<file path="src/rtl/reaction_round_ctrl.sv">
// rtl/reaction_round_ctrl.sv - reaction-timer round sequencer
// Arms on a key press, waits a pseudo-random delay, lights the bar and times the player in ms.
module reaction_round_ctrl #(
   parameter int          CLK_PER_MS   = 50000,
   parameter int          MIN_DELAY_MS = 1000,
   parameter int          TIMEOUT_MS   = 9999,
   parameter logic [11:0] LFSR_SEED    = 12'hACE
) (
   input  logic        cin,
   input  logic        reset,
   input  logic        enable,
   input  logic        key_n,
   output logic [9:0]  lights,
   output logic [23:0] reaction_ms,
   output logic [23:0] highscore,
   output logic        result_valid,
   output logic        false_start,
   output logic        timed_out,
   output logic        busy
);

   localparam int          PW        = (CLK_PER_MS > 1) ? $clog2(CLK_PER_MS) : 1;
   localparam logic [23:0] TIMEOUT_V = 24'(TIMEOUT_MS);

   typedef enum logic [2:0] {
      S_IDLE,
      S_ARMED,
      S_LIGHT,
      S_RESULT,
      S_FALSE
   } state_t;

   state_t        r_state;
   state_t        w_state_nxt;
   logic          r_key_s1;
   logic          r_key_s2;
   logic          r_key_prev;
   logic          w_press;
   logic [11:0]   r_lfsr;
   logic          w_lfsr_fb;
   logic [PW-1:0] r_presc;
   logic          w_tick;
   logic [12:0]   r_delay;
   logic [12:0]   w_delay_nxt;
   logic [23:0]   r_react;
   logic [23:0]   w_react_nxt;
   logic [23:0]   w_react_inc;
   logic [23:0]   r_hs;
   logic [23:0]   w_hs_nxt;
   logic          r_to;
   logic          w_to_nxt;

   assign w_press     = r_key_prev & ~r_key_s2;
   assign w_lfsr_fb   = r_lfsr[11] ^ r_lfsr[5] ^ r_lfsr[3] ^ r_lfsr[0];
   assign w_tick      = (r_presc == PW'(CLK_PER_MS - 1));
   assign w_react_inc = (w_tick && (r_react < TIMEOUT_V)) ? r_react + 24'd1 : r_react;

   // Synchroniser idles high so reset release never looks like a press.
   always_ff @(posedge cin or posedge reset) begin
      if (reset) begin
         r_key_s1   <= 1'b1;
         r_key_s2   <= 1'b1;
         r_key_prev <= 1'b1;
         r_lfsr     <= LFSR_SEED;
      end else begin
         r_key_s1   <= key_n;
         r_key_s2   <= r_key_s1;
         r_key_prev <= r_key_s2;
         r_lfsr     <= {r_lfsr[10:0], w_lfsr_fb};
      end
   end

   always_ff @(posedge cin or posedge reset) begin
      if (reset) begin
         r_state <= S_IDLE;
         r_presc <= '0;
         r_delay <= '0;
         r_react <= '0;
         r_hs    <= 24'hFFFFFF;
         r_to    <= 1'b0;
      end else begin
         r_state <= w_state_nxt;
         r_delay <= w_delay_nxt;
         r_react <= w_react_nxt;
         r_hs    <= w_hs_nxt;
         r_to    <= w_to_nxt;
         if ((w_state_nxt != r_state) || w_tick) begin
            r_presc <= '0;
         end else begin
            r_presc <= r_presc + PW'(1);
         end
      end
   end

   always_comb begin
      w_state_nxt = r_state;
      w_delay_nxt = r_delay;
      w_react_nxt = r_react;
      w_hs_nxt    = r_hs;
      w_to_nxt    = r_to;
      if (!enable) begin
         w_state_nxt = S_IDLE;
         w_to_nxt    = 1'b0;
      end else begin
         case (r_state)
            S_IDLE: begin
               if (w_press) begin
                  w_state_nxt = S_ARMED;
                  w_delay_nxt = 13'(MIN_DELAY_MS) + {1'b0, r_lfsr};
                  w_react_nxt = '0;
                  w_to_nxt    = 1'b0;
               end
            end
            S_ARMED: begin
               if (w_press) begin
                  w_state_nxt = S_FALSE;
                  w_react_nxt = '0;
               end else if (w_tick) begin
                  w_delay_nxt = r_delay - 13'd1;
                  if (r_delay == 13'd1) begin
                     w_state_nxt = S_LIGHT;
                  end
               end
            end
            S_LIGHT: begin
               // Timeout is judged on the post-increment count, ahead of a coincident press.
               w_react_nxt = w_react_inc;
               if (w_tick && (w_react_inc == TIMEOUT_V)) begin
                  w_state_nxt = S_RESULT;
                  w_to_nxt    = 1'b1;
               end else if (w_press) begin
                  w_state_nxt = S_RESULT;
                  w_to_nxt    = 1'b0;
                  if (w_react_inc < r_hs) begin
                     w_hs_nxt = w_react_inc;
                  end
               end
            end
            S_RESULT: begin
               if (w_press) begin
                  w_state_nxt = S_IDLE;
               end
            end
            S_FALSE: begin
               w_react_nxt = '0;
               if (w_press) begin
                  w_state_nxt = S_IDLE;
               end
            end
            default: begin
               w_state_nxt = S_IDLE;
            end
         endcase
      end
   end

   assign lights       = (r_state == S_LIGHT) ? 10'h3FF : 10'h000;
   assign reaction_ms  = r_react;
   assign highscore    = r_hs;
   assign result_valid = (r_state == S_RESULT) && !r_to;
   assign timed_out    = (r_state == S_RESULT) && r_to;
   assign false_start  = (r_state == S_FALSE);
   assign busy         = (r_state == S_ARMED) || (r_state == S_LIGHT);

endmodule
</file>
<file path="config.mk">
export PLATFORM = sky130hd
export DESIGN_NAME = reaction_round_ctrl
export DESIGN_NICKNAME = d
export VERILOG_FILES = /design/src/rtl/reaction_round_ctrl.sv
export SDC_FILE = /design/constraint.sdc
export NUM_CORES = 1
export LEC_CHECK = 0
export BUFFER_PORTS_ARGS = -buffer_cell sky130_fd_sc_hd__buf_4
export CAP_MARGIN = 20
export CORE_ASPECT_RATIO = 0.5
export CORE_MARGIN = 1.5
export CORE_UTILIZATION = 48
export CTS_CLUSTER_SIZE = 14
export DETAILED_ROUTE_END_ITERATION = 6
export PLACE_DENSITY = 0.77
export SLEW_MARGIN = 30
export SYNTH_ARGS = -nofsm -noshare
export SYNTH_HDL_FRONTEND = slang
export SYNTH_SLANG_ARGS = --single-unit
export TNS_END_PERCENT = 30
</file>
<file path="constraint.sdc">
create_clock -name cin -period 4.7 [get_ports cin]
set_input_delay 0.235 -clock cin [delete_from_list [all_inputs] [get_ports cin]]
set_output_delay 0.235 -clock cin [all_outputs]
set_load 0.01 [all_outputs]
</file>
==> qor.yml <==
outcome: "finished clean"
globalplace.congestion: 0.866
ir_drop_v: 0.000146
cts_made_buffers: 9
drt-initial-drc-count: 223
crit_fanout: 24
skew_ps: 9.58
clock_latency_ps: 350
antenna_found_initial: 0
use_met3_pct: 4.58
dp_hpwl_um: 8100
ys_top_cells_by_area: "dfrtp_1 (28%), dfstp_2 (16%), ha_1 (6.4%)"
worst-setup-path-type: "reg -> reg"
die_area_mm2: 0.0121
met1_usage_pct: 27.4
leakage_uw: 0.00290
hold_viol: 0
clk_pin_slew_ps: 70
busiest_layer: "met2"
p_int_uw: 1290
io_buffer_count: 65
drc: 0
ys_seq_area_share_pct: 44.7
syn_nets: 599
core_mm2: 0.0110
fmax_ghz: 0.238
final_antenna_net_count: 0
clockBufferDepth: 2
fin_setup_tns_ps: 0
worstPathArrival_ps: 4480
viasPerCell: 5.53
num-nets-final: 639
ios: 66
h-tree-depth: 3
synthArstFlopShare_pct: 100
drive_gt1_share_pct: 21.9
die_w_um: 154
grt_setup_unrepaired: "no"
p_comb_share_pct: 7.8
powerDensity_mw_per_mm2: 278
drt-total-wl_um: 11600
crit_path_end_kind: "flop"
track_usage_pct: 20.2
grt_overflow: 0
seqPwrFrac_pct: 51.7
synth_area_per_cell_um2: 9.65
reg2regPathDepth: 15
grtUsageMet2_pct: 32.7
cp_slowest_stage_delay_ps: 440
synth_cell_types: 57
min_period_ps: 4200
clkSinkCount: 96
drv_cap: 0
hold_ws_ps: 40.9
crit_chain: "ha_1 > and3_1 > nand4_2 > nor4_4 > buf_4 > nand4_1 > xor2_1 > inv_1 > ha_1 > a21o_1 > a211oi_1 > o21bai_1 > a21oi_1 > o211ai_4 > mux2_1"
p_switching_uw: 457
synth_ff_type: "dfrtp_1"
grt_pass1_wl_um: 19800
ys_seq_elements: 96
setup_viol: 0
synth_common_cells: "dfrtp_1 (62), nor2_1 (56), dfstp_2 (34), nand2_1 (34), clkbuf_1 (33)"
clkPwrFrac_pct: 40.5
synth-edff-count: 0
yosysTopAreaCell: "dfrtp_1"
synth_warnings: 0
syn_inst: 567
relSlewSlack_pct: 37.3
grt_pass1_vias: 4093
worst_setup_path_start_kind: "flop"
drt_first_pass_iters: 4
synth_area_mm2: 0.00547
reg2reg_slack_ps: 500
cts_tree: "yes"
antenna_cells: 0
synth_top_cell_area_share_pct: 28.4
worst_pin_slew_ps: 935
finalCritPeriodShare_pct: 89.5
wl_per_cell_um: 15.3
area_growth_syn_to_layout_pct: 14.8
swShare_pct: 26.1
grt_max_degree: 53
cpMaxStageDelayCell: "mux2_1"
synth_most_common_cell: "dfrtp_1"
r2r-end: "highscore[4]$_DFFE_PP1P_"
die_h_um: 78.5
drv_slew: 0
path_common_cell: "ha_1"
floorplan.initialDensity_pct: 49.5
worstPathRequired_ps: 4970
postLayoutCellArea_mm2: 0.00628
dr_total_vias: 4189
rr_startpoint: "r_presc[0]$_DFF_PP0_"
rows: 27
min_path_type: "in -> async"
cts_root_buf: "clkbuf_16"
place_area_mm2: 0.00597
==> per-stage QoR <==
stage	utilization (%)	instances	total power [uW]	setup slack [ps]
6_report	56.9	757	1750	496
5_1_grt	56.9	757	1830	229
4_1_cts	56.7	755	1770	150
3_5_place_dp	54.0	738	1050	232
3_3_place_gp	54.0	738	1050	367
2_1_floorplan	-	567	1010	712
==> sequential cells by signal, summed over array words and instances (netlist names) <==
name         cells
reaction_ms     24
r_lfsr          12
highscore       24
r_key_s2         1
r_key_prev       1
r_presc         16
r_to             1
r_delay         13
r_key_s1         1
r_state          3
==> metal layers <==
layer | vias to the layer above | wire [um]
li1 | 2045 | -
met1 | 2052 | 5660
met2 | 79 | 5370
met3 | 13 | 462
met4 | 0 | 124
met5 | - | 0
==> timing repair <==
item | CTS | global route
resized for setup | 0 | 0
hold buffers | 1 | 0
endpoints found under the hold margin | 1 | 0
setup buffers | 0 | 2
endpoints found under the setup margin | 0 | 24
==> worst max-delay path, delay by kind of cell, from the launching register on <==
family          cells  cell delay, ps
fa+ha+maj           2             520
flops               1             370
mux                 1             440
simple gates        4             940
xor+xnor            1             300
buf+inv             2             320
compound gates      5            1210
==> worst max-delay path by stage <==
stage | startpoint | end | cells past startpoint
2_1_floorplan | reaction_ms[4]$_DFFE_PP0P_ | highscore[1]$_DFFE_PP1P_ | 17
3_3_place_gp | reaction_ms[14]$_DFFE_PP0P_ | highscore[5]$_DFFE_PP1P_ | 13
3_5_place_dp | reaction_ms[14]$_DFFE_PP0P_ | highscore[20]$_DFFE_PP1P_ | 13
4_1_cts | reaction_ms[14]$_DFFE_PP0P_ | highscore[15]$_DFFE_PP1P_ | 14
5_1_grt | r_presc[0]$_DFF_PP0_ | highscore[4]$_DFFE_PP1P_ | 15
6_report | r_presc[0]$_DFF_PP0_ | highscore[4]$_DFFE_PP1P_ | 15
==> layout by cell type, fill, tap and decap left out, drive strengths merged, types with 14 or more instances in the layout <==
cell and count:
inv 35, and2 14, nand2 34, ha 28
dfstp 34, xnor2 20, mux2 25, nor2 56
dfrtp 62, a21oi 29, buf 73, o21ai 32
xor2 17
==> cell families after synthesis <==
kind of cell               after synthesis  share of synthesized area, %
adders and majority gates               28                          6.40
buffers and inverters                   77                          6.20
DFF                                     96                          44.7
AOI/OAI and AO/OA                      114                          13.4
xor gates and xnor gates                37                          5.92
and+or+nand+nor                        189                          18.1
muxes                                   26                          5.33
==> layout make-up <==
class,instances,area [um^2]
Tap cell,145,181
Clock inverter,7,61.3
Clock buffer,9,225
Multi-Input combinational cell,394,2690
Sequential cell,96,2440
Fill cell,916,4760
Inverter,32,121
Timing Repair Buffer,74,558
==> power by group through the flow <==
stage          sequential (uW)  clock, uW  combinational, uW
4_1_cts                    902        725                138
5_1_grt                    910        756                159
2_1_floorplan              906          0                109
3_3_place_gp               914          0                134
3_5_place_dp               916          0                136
6_report                   903        707                137
(Power assumes the default switching activity.)
